[config.mk]
export PLATFORM = sky130hd
export DESIGN_NAME = adder_pipe
export DESIGN_NICKNAME = d
export VERILOG_FILES = /design/src/rtl/adder_pipe.sv
export SDC_FILE = /design/constraint.sdc
export NUM_CORES = 1
export LEC_CHECK = 0
export ABC_AREA = 1
export ABC_CLOCK_PERIOD_IN_PS = 4100
export CAP_MARGIN = 20
export CORE_MARGIN = 3
export CORE_UTILIZATION = 30
export DETAILED_ROUTE_END_ITERATION = 10
export GPL_ROUTABILITY_DRIVEN = 0
export PLACE_DENSITY_LB_ADDON = 0.15
export SLEW_MARGIN = 20
export SYNTH_ARGS = -nofsm -noshare
export SYNTH_HDL_FRONTEND = slang
export SYNTH_SLANG_ARGS = --single-unit
[constraint.sdc]
create_clock -name in_clk -period 4.1 [get_ports in_clk]
set_input_delay 1.025 -clock in_clk [delete_from_list [all_inputs] [get_ports in_clk]]
set_output_delay 1.025 -clock in_clk [all_outputs]
set_load 0.02 [all_outputs]
[src/rtl/adder_pipe.sv]
// Purpose : pipelined add/subtract, one CW-bit carry chunk per stage, signed/unsigned per transaction.
// Latency : STAGES cycles from acceptance to out_valid; throughput 1 per cycle.
// Backpr. : out_valid && !in_accept freezes the whole pipeline; out_ready = !stall (bubbles kept).
//
// Ports:
//   in_clk, in_rst_n           clock (rising edge), asynchronous active-low reset
//   in_valid / out_ready       operand handshake (in_x, in_y, in_sub, in_signed)
//   out_valid / in_accept      result handshake (out_result, out_carry, out_overflow, out_zero)
//   out_ovf_sticky             sticky OR of out_overflow over completed transfers
//   in_clr_sticky              clears the sticky flag (a same-cycle set wins)
//
// Optional build macro ADDER_PIPE_SAT_EN: saturate out_result on overflow in the
// last stage. Without it the result wraps modulo 2^WIDTH.
module adder_pipe #(
  parameter int WIDTH  = 32,
  parameter int STAGES = 4
) (
  input  logic             in_clk,
  input  logic             in_rst_n,
  input  logic             in_valid,
  output logic             out_ready,
  input  logic [WIDTH-1:0] in_x,
  input  logic [WIDTH-1:0] in_y,
  input  logic             in_sub,
  input  logic             in_signed,
  output logic             out_valid,
  input  logic             in_accept,
  output logic [WIDTH-1:0] out_result,
  output logic             out_carry,
  output logic             out_overflow,
  output logic             out_zero,
  output logic             out_ovf_sticky,
  input  logic             in_clr_sticky
);

  localparam int CW = WIDTH / STAGES;
  localparam int L  = STAGES - 1;

  if (STAGES < 1 || STAGES > WIDTH || (WIDTH % STAGES) != 0) begin : g_bad_params
    $error("adder_pipe: WIDTH (%0d) must be divisible by STAGES (%0d), 1 <= STAGES <= WIDTH",
           WIDTH, STAGES);
  end

`ifdef ADDER_PIPE_SAT_EN
  localparam logic [WIDTH-1:0] SMAX = {1'b0, {(WIDTH-1){1'b1}}};
  localparam logic [WIDTH-1:0] SMIN = {1'b1, {(WIDTH-1){1'b0}}};
`endif

  // Per-stage registers. x/y' travel whole so the upper, not-yet-added chunks
  // are available downstream; r holds the low chunks already summed.
  logic             vld_q [STAGES];
  logic             vld_d [STAGES];
  logic [WIDTH-1:0] x_q   [STAGES];
  logic [WIDTH-1:0] x_d   [STAGES];
  logic [WIDTH-1:0] y_q   [STAGES];
  logic [WIDTH-1:0] y_d   [STAGES];
  logic [WIDTH-1:0] r_q   [STAGES];
  logic [WIDTH-1:0] r_d   [STAGES];
  logic             c_q   [STAGES];
  logic             c_d   [STAGES];
  logic             sub_q [STAGES];
  logic             sub_d [STAGES];
  logic             sgn_q [STAGES];
  logic             sgn_d [STAGES];
  logic             ovf_q, ovf_d;
  logic             sticky_q, sticky_d;

  // Stage inputs: stage 0 is fed from the ports, stage k from register k-1.
  logic             si_vld [STAGES];
  logic [WIDTH-1:0] si_x   [STAGES];
  logic [WIDTH-1:0] si_y   [STAGES];
  logic [WIDTH-1:0] si_r   [STAGES];
  logic             si_c   [STAGES];
  logic             si_sub [STAGES];
  logic             si_sgn [STAGES];

  logic stall;

  assign stall     = vld_q[L] && !in_accept;
  assign out_ready = !stall;

  always_comb begin
    si_vld[0] = in_valid;
    si_x[0]   = in_x;
    si_y[0]   = in_sub ? ~in_y : in_y;   // subtract as x + ~y + 1
    si_r[0]   = '0;
    si_c[0]   = in_sub;
    si_sub[0] = in_sub;
    si_sgn[0] = in_signed;
    for (int k = 1; k < STAGES; k++) begin
      si_vld[k] = vld_q[k-1];
      si_x[k]   = x_q[k-1];
      si_y[k]   = y_q[k-1];
      si_r[k]   = r_q[k-1];
      si_c[k]   = c_q[k-1];
      si_sub[k] = sub_q[k-1];
      si_sgn[k] = sgn_q[k-1];
    end
  end

  always_comb begin : stage_math
    logic [CW:0] sum;
    sum = '0;
    for (int k = 0; k < STAGES; k++) begin
      sum = {1'b0, si_x[k][k*CW +: CW]} + {1'b0, si_y[k][k*CW +: CW]}
          + {{CW{1'b0}}, si_c[k]};
      vld_d[k]            = si_vld[k];
      x_d[k]              = si_x[k];
      y_d[k]              = si_y[k];
      r_d[k]              = si_r[k];
      r_d[k][k*CW +: CW]  = sum[CW-1:0];
      c_d[k]              = sum[CW];
      sub_d[k]            = si_sub[k];
      sgn_d[k]            = si_sgn[k];
    end

    // Flags come from the raw (unsaturated) final sum.
    if (si_sgn[L]) begin
      ovf_d = (si_x[L][WIDTH-1] == si_y[L][WIDTH-1]) &&
              (r_d[L][WIDTH-1] != si_x[L][WIDTH-1]);
    end else begin
      ovf_d = si_sub[L] ? !c_d[L] : c_d[L];
    end

`ifdef ADDER_PIPE_SAT_EN
    if (ovf_d) begin
      if (si_sgn[L]) begin
        r_d[L] = si_x[L][WIDTH-1] ? SMIN : SMAX;
      end else if (si_sub[L]) begin
        r_d[L] = '0;
      end else begin
        r_d[L] = '1;
      end
    end
`endif

    // Whole pipeline freezes on a stall.
    if (stall) begin
      for (int k = 0; k < STAGES; k++) begin
        vld_d[k] = vld_q[k];
        x_d[k]   = x_q[k];
        y_d[k]   = y_q[k];
        r_d[k]   = r_q[k];
        c_d[k]   = c_q[k];
        sub_d[k] = sub_q[k];
        sgn_d[k] = sgn_q[k];
      end
      ovf_d = ovf_q;
    end
  end

  always_comb begin
    sticky_d = sticky_q;
    if (in_clr_sticky) begin
      sticky_d = 1'b0;
    end
    if (vld_q[L] && in_accept && ovf_q) begin
      sticky_d = 1'b1;
    end
  end

  always_ff @(posedge in_clk or negedge in_rst_n) begin
    if (!in_rst_n) begin
      for (int k = 0; k < STAGES; k++) begin
        vld_q[k] <= 1'b0;
        x_q[k]   <= '0;
        y_q[k]   <= '0;
        r_q[k]   <= '0;
        c_q[k]   <= 1'b0;
        sub_q[k] <= 1'b0;
        sgn_q[k] <= 1'b0;
      end
      ovf_q    <= 1'b0;
      sticky_q <= 1'b0;
    end else begin
      for (int k = 0; k < STAGES; k++) begin
        vld_q[k] <= vld_d[k];
        x_q[k]   <= x_d[k];
        y_q[k]   <= y_d[k];
        r_q[k]   <= r_d[k];
        c_q[k]   <= c_d[k];
        sub_q[k] <= sub_d[k];
        sgn_q[k] <= sgn_d[k];
      end
      ovf_q    <= ovf_d;
      sticky_q <= sticky_d;
    end
  end

  assign out_valid      = vld_q[L];
  assign out_result     = r_q[L];
  assign out_carry      = c_q[L];
  assign out_overflow   = ovf_q;
  assign out_zero       = (r_q[L] == '0);
  assign out_ovf_sticky = sticky_q;

endmodule

==> results_dict.tcl <==
set metrics [dict create \
    num_vias 6351 \
    min_from "r_q[100]$_DFFE_PN0N_" \
    synth.avg_cell_area_um2 8.76 \
    met1_usage_pct 20.4 \
    path_max_fanout 3 \
    cts_buffers 17 \
    finalCritPeriodShare_pct 87.2 \
    finalMaxSlewViolations 0 \
    cts.sinks 192 \
    startpoint "out_result[29]$_DFFE_PN0N_" \
    final.setup.tns_ns 0 \
    grtUsageTotal_pct 12.6 \
    drt_iter0_drc 511 \
    antenna_left 0 \
    top_usage_layer "met1" \
    p_switching_w 0.00325 \
    cts-root-buf "clkbuf_16" \
    grtUsageMet3_pct 2.91 \
    dr.pass1.iters 4 \
    cts_tree "built" \
    start_kind "flip-flop" \
    rows 63 \
    initial_utilization_pct 30.6 \
    synth_seq_cells 192 \
    htree_levels 4 \
    io_pins 109 \
    drive_above_1_share_pct 3.79 \
    synth_cells 1040 \
    cap_violations 0 \
    coreArea_um2 29800 \
    clk_latency_ns 0.44 \
    p_clk_share_pct 20.9 \
    wirelength_um 20000 \
    min_path_cells 2 \
    diodes 0 \
    hpwl_um 13300 \
    path_class "reg2out" \
    run_status "complete, no violations" \
    slew_headroom_pct 40.5 \
    arrival_ns 2.55 \
    hold_path_class "reg2reg" \
    max_freq_mhz 280 \
    setup_ws_ns 0.523 \
    io_buffers 108 \
    grt_pass1_vias 6325 \
    post_cts_resized 0 \
    whs_ns 0.458 \
    layout_min_cycle_time_ns 3.58 \
    critPathCaptureType "primary output" \
    r2r_start "out_valid$_DFFE_PN0N_" \
    vdd_ir_drop_max_uv 486 \
    grt_max_degree 220 \
    syn2layout_area_growth_pct 19.3 \
    dp_cells 1467 \
    hold_violations 0 \
    stdcell_count 1498 \
    num-nets-final 1202 \
    holdPathEnd "r_q[68]$_DFFE_PN0N_" \
    syn_area_um2 9110 \
    wl_per_cell_um 13.3 \
    grt_overflow 0 \
    clockBufferDepth 2 \
    reg2reg_slack_ns 1.75 \
    grt_antenna_before_repair 1 \
    worst_pin_slew_ns 0.892 \
    r2r-end "r_q[44]$_DFFE_PN0N_" \
    postCtsHoldBufs 0 \
    post_dp_cell_area_um2 10300 \
    cts.clk_slew.worst_paths_ns 0.08 \
    drc 0 \
    comb_power_share_pct 39.7 \
    ff2ff_path_depth 6 \
    yosys_warnings 0 \
    skew_ns 0.0197 \
    p_int_w 0.00490 \
    dieArea_um2 32500 \
    required_ns 3.07 \
    p_seq_share_pct 39.4 \
    die-width_um 180 \
    die_h_um 180 \
    setup_violations 0 \
    post_cts_buffers 0 \
    pre_cts_ws_ns 0.672 \
    grt_pass1_wl_um 33900 \
    grt_use_met2_pct 16.6 \
    rsz0062_at_grt "no" \
    yosysSeqAreaShare_pct 52.7 \
    p_per_area_nw_per_um2 750 \
    netlist-cell-type-count 31 \
    synth_nets 1146 \
    via_per_inst 4.24 \
    leakagePower_nw 5.17 \
    postLayoutCellArea_um2 10900 \
    swShare_pct 39.9 \
]
## worst max-delay path by stage
stage	depth (start not counted)	to	slack (ns)
detailed placement	6	si_x[82]$_DFFE_PN0N_	0.67
global placement	6	r_q[96]$_DFFE_PN0N_	0.71
global route	4	out_zero	0.39
floorplan	12	r_q[101]$_DFFE_PN0N_	1.50
CTS	4	out_zero	0.36
finish	4	out_zero	0.52
## Yosys cell counts, drive strengths merged
cell type,instances,share of area [%]
nand3b,1,0.082
a21o,2,0.16
o311ai,2,0.19
or2,1,0.069
nor2,23,1.0
o211ai,3,0.25
o21bai,2,0.16
o21a,1,0.082
clkbuf,14,0.58
dfrtp,192,53
o2111ai,3,0.29
nor4,2,0.14
buf,63,4.8
nand3,27,1.5
nor3b,1,0.082
nand2,361,15
fa,7,1.5
xnor2,33,3.2
nor3,1,0.055
ha,28,3.8
inv,94,3.9
a31oi,3,0.21
a21oi,20,1.1
xor2,11,1.1
o21ai,134,7.4
nand4,11,0.76
## per-layer routing
layer / up-vias / part of all wire [%]
met5: - / 0.065
met4: 2 / 0.91
met3: 13 / 3.8
met2: 94 / 38
met1: 2863 / 57
li1: 3379 / -
## cells by family after synthesis
family | share of synthesized area (%)
AND/OR/NAND/NOR | 18.6
adder cells (fa/ha/maj) | 5.38
buffers and inverters | 9.30
AO/OA/AOI/OAI | 9.80
flip-flops | 52.7
XOR/XNOR | 4.23
## critical path, cell delays in order, from the launching register on
cell and delay [ns]:
dfrtp_1 0.40, nor4_1 0.57, nand4_1 0.27, nor3b_1 0.25, clkdlybuf4s50_1 0.63
## flip-flops by register name, summed over array words and instances (netlist names)
signal          count
sgn_q               3
r_q                48
out_carry           1
out_overflow        1
out_ovf_sticky      1
out_result         32
si_x               48
si_sub              3
si_vld              3
si_y               48
c_q                 3
out_valid           1
## final cells by class
class                      instances  area (um2)
clock inverter                    14         174
sequential                       192        4800
multi-input combinational        677        3460
fill                            3136       18900
tap                              390         488
inverter                          94         355
clock buffer                      17         425
timing repair buffer             114        1160
## stage by stage
stage          utilization (%)  power (W)
2_1_floorplan                -    0.00561
3_3_place_gp              34.5    0.00649
3_5_place_dp              34.5    0.00653
4_1_cts                   36.5    0.00828
5_1_grt                   36.5    0.00892
6_report                  36.5    0.00815
## cells in the final DEF, fill, tap and decap left out, types with 20 or more instances in the layout
| master | instances |
|---|---|
| dfrtp_1 | 192 |
| inv_1 | 93 |
| xnor2_1 | 33 |
| ha_1 | 28 |
| nand3_1 | 27 |
| nor2_1 | 22 |
| nand2_1 | 361 |
| clkdlybuf4s50_1 | 106 |
| o21ai_0 | 127 |
| a21oi_1 | 20 |
## power by group through the flow
stage | registers, W | logic [W] | clock network [W]
6_report | 0.00321 | 0.00324 | 0.00170
5_1_grt | 0.00334 | 0.00375 | 0.00183
4_1_cts | 0.00323 | 0.00329 | 0.00176
3_5_place_dp | 0.00326 | 0.00328 | 0
3_3_place_gp | 0.00325 | 0.00324 | 0
2_1_floorplan | 0.00312 | 0.00250 | 0
No activity file was read; power rests on OpenSTA's default activity.
